## src/rtl/w5500_spi_responder.sv

```systemverilog
// W5500-style SPI slave: decodes the address/control header and turns the data
// phase into byte-wide read/write strobes on a memory port.
//
// state   | meaning
// IDLE    | deselected, waiting for a CS falling event
// ADDR_HI | shifting in address bits [15:8]
// ADDR_LO | shifting in address bits [7:0]
// CTRL    | shifting in {bsb, rwb, om}
// DATA    | data phase: write strobes or read prefetch plus MISO shifting
module w5500_spi_responder #(
    parameter int unsigned SYNC_STAGES = 2,
    parameter logic        MISO_IDLE   = 1'b0
) (
    input  logic        i_clk_50m,
    input  logic        i_rst_n,
    input  logic        i_spi_cs,
    input  logic        i_spi_dclk,
    input  logic        i_spi_mosi,
    output logic        o_spi_miso,
    output logic        o_spi_miso_oe,
    output logic        o_mem_wren,
    output logic        o_mem_rden,
    output logic [4:0]  o_mem_bsb,
    output logic [15:0] o_mem_addr,
    output logic [7:0]  o_mem_wrdata,
    input  logic [7:0]  i_mem_rddata,
    output logic        o_frame_done,
    output logic        o_frame_err,
    output logic [15:0] o_byte_cnt
);

    typedef enum logic [2:0] {
        S_IDLE,
        S_ADDR_HI,
        S_ADDR_LO,
        S_CTRL,
        S_DATA
    } state_t;

    logic [SYNC_STAGES-1:0] cs_sync_q, cs_sync_d;
    logic [SYNC_STAGES-1:0] dclk_sync_q, dclk_sync_d;
    logic [SYNC_STAGES-1:0] mosi_sync_q, mosi_sync_d;
    logic cs_prev_q, dclk_prev_q;
    logic cs_s, dclk_s, mosi_s;
    logic cs_rise, cs_fall, dclk_rise, dclk_fall;

    state_t      state_q, state_d;
    logic [2:0]  bit_cnt_q, bit_cnt_d;
    logic [7:0]  rx_sr_q, rx_sr_d;
    logic [7:0]  tx_sr_q, tx_sr_d;
    logic [7:0]  rd_buf_q, rd_buf_d;
    logic        rd_pend_q, rd_pend_d;
    logic [15:0] addr_q, addr_d;
    logic [4:0]  bsb_q, bsb_d;
    logic        rwb_q, rwb_d;
    logic [1:0]  om_q, om_d;
    logic [15:0] byte_cnt_q, byte_cnt_d;
    logic        err_q, err_d;
    logic        miso_q, miso_d;
    logic        wren_q, wren_d;
    logic        rden_q, rden_d;
    logic [15:0] mem_addr_q, mem_addr_d;
    logic [7:0]  wrdata_q, wrdata_d;
    logic        done_q, done_d;
    logic        ferr_q, ferr_d;
    logic [15:0] byte_cnt_out_q, byte_cnt_out_d;

    logic [7:0]  rx_next;
    logic [15:0] fixed_len;
    logic        fixed_full;

    assign cs_s   = cs_sync_q[SYNC_STAGES-1];
    assign dclk_s = dclk_sync_q[SYNC_STAGES-1];
    assign mosi_s = mosi_sync_q[SYNC_STAGES-1];

    assign cs_rise   = ~cs_prev_q & cs_s;
    assign cs_fall   = cs_prev_q & ~cs_s;
    assign dclk_rise = ~dclk_prev_q & dclk_s;
    assign dclk_fall = dclk_prev_q & ~dclk_s;

    always_comb begin
        cs_sync_d   = {cs_sync_q[SYNC_STAGES-2:0], i_spi_cs};
        dclk_sync_d = {dclk_sync_q[SYNC_STAGES-2:0], i_spi_dclk};
        mosi_sync_d = {mosi_sync_q[SYNC_STAGES-2:0], i_spi_mosi};
    end

    always_comb begin
        case (om_q)
            2'b01:   fixed_len = 16'd1;
            2'b10:   fixed_len = 16'd2;
            2'b11:   fixed_len = 16'd4;
            default: fixed_len = 16'd0;
        endcase
        fixed_full = (om_q != 2'b00) && (byte_cnt_q >= fixed_len);
    end

    always_comb begin
        state_d        = state_q;
        bit_cnt_d      = bit_cnt_q;
        rx_sr_d        = rx_sr_q;
        tx_sr_d        = tx_sr_q;
        addr_d         = addr_q;
        bsb_d          = bsb_q;
        rwb_d          = rwb_q;
        om_d           = om_q;
        byte_cnt_d     = byte_cnt_q;
        err_d          = err_q;
        miso_d         = (state_q == S_DATA) ? miso_q : MISO_IDLE;
        wren_d         = 1'b0;
        rden_d         = 1'b0;
        mem_addr_d     = mem_addr_q;
        wrdata_d       = wrdata_q;
        done_d         = 1'b0;
        ferr_d         = 1'b0;
        byte_cnt_out_d = byte_cnt_out_q;
        rd_pend_d      = rden_q;
        rd_buf_d       = rd_pend_q ? i_mem_rddata : rd_buf_q;
        rx_next        = {rx_sr_q[6:0], mosi_s};

        if (cs_rise) begin
            // CS wins over any dclk edge in the same cycle; a partial byte is dropped
            if (state_q != S_IDLE) begin
                if (err_q || (bit_cnt_q != 3'd0) || (state_q != S_DATA) ||
                    ((om_q != 2'b00) && (byte_cnt_q < fixed_len))) begin
                    ferr_d = 1'b1;
                end else begin
                    done_d = 1'b1;
                end
                byte_cnt_out_d = byte_cnt_q;
            end
            state_d = S_IDLE;
            miso_d  = MISO_IDLE;
        end else if (state_q == S_IDLE) begin
            if (cs_fall) begin
                state_d    = S_ADDR_HI;
                bit_cnt_d  = 3'd0;
                byte_cnt_d = 16'd0;
                err_d      = 1'b0;
            end
        end else if (dclk_rise) begin
            rx_sr_d   = rx_next;
            bit_cnt_d = bit_cnt_q + 3'd1;
            case (state_q)
                S_ADDR_HI: begin
                    if (bit_cnt_q == 3'd7) begin
                        addr_d[15:8] = rx_next;
                        state_d      = S_ADDR_LO;
                    end
                end
                S_ADDR_LO: begin
                    if (bit_cnt_q == 3'd7) begin
                        addr_d[7:0] = rx_next;
                        state_d     = S_CTRL;
                    end
                end
                S_CTRL: begin
                    if (bit_cnt_q == 3'd7) begin
                        bsb_d   = rx_next[7:3];
                        rwb_d   = rx_next[2];
                        om_d    = rx_next[1:0];
                        state_d = S_DATA;
                        if (!rx_next[2]) begin
                            rden_d     = 1'b1;
                            mem_addr_d = addr_q;
                            addr_d     = addr_q + 16'd1;
                        end
                    end
                end
                S_DATA: begin
                    if (fixed_full) begin
                        err_d = 1'b1;
                    end else if (bit_cnt_q == 3'd7) begin
                        // reads prefetch the next byte so it is ready for the next fall
                        if (rwb_q) begin
                            wren_d   = 1'b1;
                            wrdata_d = rx_next;
                        end else begin
                            rden_d = 1'b1;
                        end
                        mem_addr_d = addr_q;
                        addr_d     = addr_q + 16'd1;
                        byte_cnt_d = byte_cnt_q + 16'd1;
                    end
                end
                default: ;
            endcase
        end else if (dclk_fall && (state_q == S_DATA)) begin
            if (bit_cnt_q == 3'd0) begin
                miso_d  = rd_buf_q[7];
                tx_sr_d = {rd_buf_q[6:0], 1'b0};
            end else begin
                miso_d  = tx_sr_q[7];
                tx_sr_d = {tx_sr_q[6:0], 1'b0};
            end
        end
    end

    always_ff @(posedge i_clk_50m or negedge i_rst_n) begin
        if (!i_rst_n) begin
            cs_sync_q      <= '1;
            dclk_sync_q    <= '0;
            mosi_sync_q    <= '0;
            cs_prev_q      <= 1'b1;
            dclk_prev_q    <= 1'b0;
            state_q        <= S_IDLE;
            bit_cnt_q      <= 3'd0;
            rx_sr_q        <= 8'd0;
            tx_sr_q        <= 8'd0;
            rd_buf_q       <= 8'd0;
            rd_pend_q      <= 1'b0;
            addr_q         <= 16'd0;
            bsb_q          <= 5'd0;
            rwb_q          <= 1'b0;
            om_q           <= 2'b00;
            byte_cnt_q     <= 16'd0;
            err_q          <= 1'b0;
            miso_q         <= MISO_IDLE;
            wren_q         <= 1'b0;
            rden_q         <= 1'b0;
            mem_addr_q     <= 16'd0;
            wrdata_q       <= 8'd0;
            done_q         <= 1'b0;
            ferr_q         <= 1'b0;
            byte_cnt_out_q <= 16'd0;
        end else begin
            cs_sync_q      <= cs_sync_d;
            dclk_sync_q    <= dclk_sync_d;
            mosi_sync_q    <= mosi_sync_d;
            cs_prev_q      <= cs_s;
            dclk_prev_q    <= dclk_s;
            state_q        <= state_d;
            bit_cnt_q      <= bit_cnt_d;
            rx_sr_q        <= rx_sr_d;
            tx_sr_q        <= tx_sr_d;
            rd_buf_q       <= rd_buf_d;
            rd_pend_q      <= rd_pend_d;
            addr_q         <= addr_d;
            bsb_q          <= bsb_d;
            rwb_q          <= rwb_d;
            om_q           <= om_d;
            byte_cnt_q     <= byte_cnt_d;
            err_q          <= err_d;
            miso_q         <= miso_d;
            wren_q         <= wren_d;
            rden_q         <= rden_d;
            mem_addr_q     <= mem_addr_d;
            wrdata_q       <= wrdata_d;
            done_q         <= done_d;
            ferr_q         <= ferr_d;
            byte_cnt_out_q <= byte_cnt_out_d;
        end
    end

    assign o_spi_miso    = miso_q;
    assign o_spi_miso_oe = ~cs_s;
    assign o_mem_wren    = wren_q;
    assign o_mem_rden    = rden_q;
    assign o_mem_bsb     = bsb_q;
    assign o_mem_addr    = mem_addr_q;
    assign o_mem_wrdata  = wrdata_q;
    assign o_frame_done  = done_q;
    assign o_frame_err   = ferr_q;
    assign o_byte_cnt    = byte_cnt_out_q;

endmodule

```

## config.mk

```make
export PLATFORM = sky130hd
export DESIGN_NAME = w5500_spi_responder
export DESIGN_NICKNAME = d
export VERILOG_FILES = /design/src/rtl/w5500_spi_responder.sv
export SDC_FILE = /design/constraint.sdc
export NUM_CORES = 1
export LEC_CHECK = 0
export CAP_MARGIN = 20
export CORE_ASPECT_RATIO = 1.4
export CORE_UTILIZATION = 51
export DETAILED_ROUTE_END_ITERATION = 10
export HOLD_SLACK_MARGIN = 0.08
export PLACE_DENSITY = 0.76
export SLEW_MARGIN = 10
export SYNTH_ARGS = -nofsm -noshare
export SYNTH_HDL_FRONTEND = slang
export SYNTH_SLANG_ARGS = --single-unit
```

## constraint.sdc

```tcl
create_clock -name i_clk_50m -period 2.4 [get_ports i_clk_50m]
set_clock_uncertainty 0.1 [all_clocks]
set_input_delay 0.24 -clock i_clk_50m [delete_from_list [all_inputs] [get_ports i_clk_50m]]
set_output_delay 0.24 -clock i_clk_50m [all_outputs]
set_load 0.01 [all_outputs]
```

==> impl_results.html <==
<table>
<tr><th>Metric</th><th>Value</th></tr>
<tr><th colspan="2">Min path</th></tr>
<tr><td>Class of the tightest hold or removal check</td><td>primary input to flop</td></tr>
<tr><td>Hold Startpoint</td><td>i_spi_cs</td></tr>
<tr><td>Hold Path Depth</td><td>1</td></tr>
<tr><td>WHS Endpoint</td><td>cs_sync_q[0]</td></tr>
<tr><th colspan="2">Yosys</th></tr>
<tr><td>Total of flip-flops plus latches after synthesis</td><td>123</td></tr>
<tr><td>Cell variety after synth</td><td>57</td></tr>
<tr><td>Summed instance area of the synthesized netlist</td><td>0.005834 mm2</td></tr>
<tr><td>Cell type with the largest total area after synthesis</td><td>sky130_fd_sc_hd__dfrtp_1</td></tr>
<tr><td>Number of flops mapped to enable cells by yosys</td><td>0</td></tr>
<tr><td>Most used standard cells in the synthesized netlist</td><td>sky130_fd_sc_hd__dfrtp_1 (120), sky130_fd_sc_hd__mux2_2 (53), sky130_fd_sc_hd__nand2_1 (44)</td></tr>
<tr><td>Net count of the mapped netlist</td><td>537</td></tr>
<tr><td>Dominant register cell in the synthesized netlist</td><td>sky130_fd_sc_hd__dfrtp_1</td></tr>
<tr><td>Avg Inst Size Synth</td><td>11.35 um2</td></tr>
<tr><td>Dominant cells by area after synthesis</td><td>sky130_fd_sc_hd__dfrtp_1 (51%), sky130_fd_sc_hd__mux2_2 (10%), sky130_fd_sc_hd__a21oi_1 (2.8%)</td></tr>
<tr><td>Synthesized netlist cell count</td><td>514</td></tr>
<tr><td>Most common cell in the synthesized netlist</td><td>sky130_fd_sc_hd__dfrtp_1</td></tr>
<tr><td>Share of synthesized area occupied by flip-flops and latches</td><td>0.5282</td></tr>
<tr><td>Async S/R FF share, synth</td><td>1.000</td></tr>
<tr><td>Number of warning messages in the yosys log</td><td>0</td></tr>
<tr><td>Share of the synthesized area in the top cell type</td><td>0.5147</td></tr>
<tr><th colspan="2">Setup path</th></tr>
<tr><td>Worst setup EP type</td><td>flop</td></tr>
<tr><td>Worst R2R End</td><td>o_mem_addr[0]</td></tr>
<tr><td>Register-to-register setup slack</td><td>-0.03 ns</td></tr>
<tr><td>Depth of the worst register-to-register path</td><td>8</td></tr>
<tr><td>Crit-path max cell delay</td><td>0.42 ns</td></tr>
<tr><td>Worst-path cell with the longest stage delay</td><td>sky130_fd_sc_hd__dfrtp_1</td></tr>
<tr><td>Worst EP required</td><td>2.60 ns</td></tr>
<tr><td>Reg2Reg Launch Point</td><td>om_q[0]</td></tr>
<tr><td>Worst Path Buf+Inv</td><td>1</td></tr>
<tr><td>Largest fanout on the critical path</td><td>8</td></tr>
<tr><td>Largest delay share family, worst path</td><td>compound AO/OA/AOI/OAI gates</td></tr>
<tr><td>Critical path start-end classification</td><td>flop to flop</td></tr>
<tr><td>Cell Chain, Critical Path</td><td>nand2b_1, ha_4, nor2_2, o311ai_4, o21ai_2, a31oi_4, clkbuf_16, mux2_4</td></tr>
<tr><td>WP data arrival</td><td>2.64 ns</td></tr>
<tr><td>Type of element launching the critical path</td><td>flop</td></tr>
<tr><th colspan="2">Status</th></tr>
<tr><td>Status</td><td>complete, but fails checks</td></tr>
<tr><td>Violated checks</td><td>negative setup slack</td></tr>
<tr><th colspan="2">Drt</th></tr>
<tr><td>Number of design rule violations left after detail routing</td><td>0</td></tr>
<tr><td>Detail-routed via count per cell</td><td>6.050</td></tr>
<tr><td>Number of DRC violations after detailed-routing iteration 0</td><td>310</td></tr>
<tr><td>DR vias</td><td>4743</td></tr>
<tr><td>Average routed wire per standard cell</td><td>19.36 um</td></tr>
<tr><td>Post-detailed-routing wire length</td><td>15180 um</td></tr>
<tr><td>Number of routed nets with antenna violations</td><td>0</td></tr>
<tr><td>1st-pass router iterations</td><td>6</td></tr>
<tr><th colspan="2">Global route</th></tr>
<tr><td>M3 GR Usage</td><td>0.06147</td></tr>
<tr><td>Number of antenna violations at the first check in global routing</td><td>0</td></tr>
<tr><td>Largest net degree at the start of global routing</td><td>50</td></tr>
<tr><td>Most congested layer reported by global routing</td><td>met2</td></tr>
<tr><td>Fraction of met1 tracks used by global routing</td><td>0.2896</td></tr>
<tr><td>Remaining global-route overflow</td><td>0</td></tr>
<tr><td>Global-route wire length before repair</td><td>23290 um</td></tr>
<tr><td>Met2 usage in global routing</td><td>0.4423</td></tr>
<tr><td>Via count of the first global-routing pass</td><td>4682</td></tr>
<tr><td>Overall track demand over capacity in global routing</td><td>0.2552</td></tr>
<tr><th colspan="2">CTS</th></tr>
<tr><td>CTS sink cnt</td><td>123</td></tr>
<tr><td>CTS tree</td><td>built</td></tr>
<tr><td>Root Driver</td><td>sky130_fd_sc_hd__clkbuf_16</td></tr>
<tr><td>Clk slew on worst S/H paths</td><td>0.06 ns</td></tr>
<tr><td>Insertion delay to the later sink of the worst-skew pair</td><td>0.42 ns</td></tr>
<tr><td>CTS max path bufs</td><td>2</td></tr>
<tr><td>Num CTS Buffers</td><td>17</td></tr>
<tr><td>CTS HTree Levels</td><td>4</td></tr>
<tr><th colspan="2">STA</th></tr>
<tr><td>Final hold vios</td><td>0</td></tr>
<tr><td>Final worst path period need</td><td>2.435 ns</td></tr>
<tr><td>Setup slack after layout</td><td>-0.03457 ns</td></tr>
<tr><td>Post-route fraction of the period consumed by the critical path</td><td>1.014</td></tr>
<tr><td>Relative slew margins</td><td>0.4409</td></tr>
<tr><td>FMAX</td><td>410.8 MHz</td></tr>
<tr><td>RSZ-0062 raised after global routing</td><td>yes</td></tr>
<tr><td>Final number of setup-violating endpoints</td><td>22</td></tr>
<tr><td>Final-report max-slew violation count</td><td>0</td></tr>
<tr><td>Transition time of the tightest slew-check pin</td><td>0.8386 ns</td></tr>
<tr><th colspan="2">Layout</th></tr>
<tr><td>Fraction of final layout cells sized beyond drive strength 1</td><td>0.3126</td></tr>
<tr><td>Seq. cell area</td><td>0.003083 mm2</td></tr>
<tr><td>Final antenna diode count</td><td>0</td></tr>
<tr><td>Area taken by multi-input logic gates</td><td>0.002856 mm2</td></tr>
<tr><td>P&amp;R area growth vs syn</td><td>34.61%</td></tr>
<tr><td>Fin nets</td><td>653</td></tr>
<tr><td>Filler cell count</td><td>741</td></tr>
<tr><td>Post-layout utilization of the core</td><td>0.7153</td></tr>
<tr><th colspan="2">Floorplan</th></tr>
<tr><td>Starting density of the core</td><td>0.5314</td></tr>
<tr><td>Vertical die dimension</td><td>128.6 um</td></tr>
<tr><td>Die width</td><td>92.40 um</td></tr>
<tr><td>Cell Rows</td><td>45</td></tr>
<tr><td>Top Ports</td><td>64</td></tr>
<tr><td>Die area</td><td>0.01188 mm2</td></tr>
<tr><td>Core region area</td><td>0.01098 mm2</td></tr>
<tr><th colspan="2">Placement</th></tr>
<tr><td>Port Buf Inserts</td><td>63</td></tr>
<tr><td>Pre-CTS setup slack</td><td>-0.1300 ns</td></tr>
<tr><td>Final HPWL DP</td><td>9708 um</td></tr>
<tr><td>Gpl congestion</td><td>0.9016</td></tr>
<tr><th colspan="2">Power and ir drop</th></tr>
<tr><td>P_leak</td><td>3.649 nW</td></tr>
<tr><td>Areal power density over the cells</td><td>777.4 mW/mm2</td></tr>
<tr><td>Largest vdd supply drop</td><td>0.5506 mV</td></tr>
<tr><td>Sum of internal, switching and leakage power</td><td>0.006105 W</td></tr>
<tr><th colspan="2">Run</th></tr>
<tr><td>Max-Cap Viols</td><td>0</td></tr>
</table>
## power breakdown
group	switching, W	internal [W]
logic	0.000723	0.000536
registers	0.000257	0.00221
clock network	0.000903	0.00147
total	0.00188	0.00422
## per-layer routing
| metal | up-vias | wire length, um |
|---|---|---|
| met5 | - | 0 |
| met4 | 0 | 763 |
| met3 | 78 | 859 |
| met2 | 241 | 7913 |
| met1 | 2309 | 5639 |
| li1 | 2115 | - |
## final cells by class
class / instances / area share
Sequential cell: 123 / 0.3925
Multi-Input combinational cell: 354 / 0.3637
Timing Repair Buffer: 123 / 0.1450
Clock buffer: 22 / 0.05910
Tap cell: 141 / 0.02246
Clock inverter: 10 / 0.01195
Inverter: 11 / 0.005257
## flip-flops by register name, summed over array words and instances, names as in the netlist, 7 cells and up
register / count
o_mem_wrdata: 8
o_byte_cnt: 16
addr_q: 16
rx_sr_q: 7
tx_sr_q: 7
o_mem_addr: 16
rd_buf_q: 8
byte_cnt_q: 16
## what timing repair did
item                       CTS  global route
hold buffers                 1             0
pin swaps                    1            18
hold endpoints to repair    44             0
gates resized for setup      7            56
setup endpoints to repair   47            54
setup buffers                3             7
gates cloned                 0             3
## cells by family after synthesis
| logic type | after synthesis | share of synthesized area |
|---|---|---|
| compound gates | 110 | 0.1261 |
| buf+inv | 37 | 0.02809 |
| mux | 73 | 0.1435 |
| flops | 123 | 0.5282 |
| simple gates | 161 | 0.1527 |
| fa+ha+maj | 10 | 0.02145 |
## how the worst max path moves through the flow
stage	slack (ns)	to	startpoint	cells past startpoint
after CTS	-0.05	addr_q[6]	om_q[0]	10
after floorplan	0.004	o_mem_wrdata[0]	om_q[0]	8
final	-0.03	o_mem_addr[0]	om_q[0]	8
after global routing	-0.08	o_mem_addr[0]	om_q[0]	8
after global placement	-0.01	o_mem_wrdata[6]	om_q[0]	8
after detailed placement	-0.13	byte_cnt_q[8]	om_q[0]	8
## placed cells by master, fill, tap and decap left out, drive strengths merged, types with 18 or more instances in the layout
master,instances
a21oi,33
buf,59
clkbuf,23
clkdlybuf4s50,62
dfrtp,120
mux2,61
nand2,44
nand3,18
nor2,30
o21ai,25
## through the flow
step	std cells	area, um2	hold WS (ns)	TNS (ns)
6_report	784	7854	0.1462	-0.5071
4_1_cts	775	7532	0.1420	-0.2884
3_5_place_dp	739	6915	0.2078	-1.836
3_3_place_gp	739	6915	0.1956	-0.09306
2_1_floorplan	514	5843	-0.1556	0
5_1_grt	784	7854	0.1454	-2.020
No activity file was read; power rests on OpenSTA's default activity.
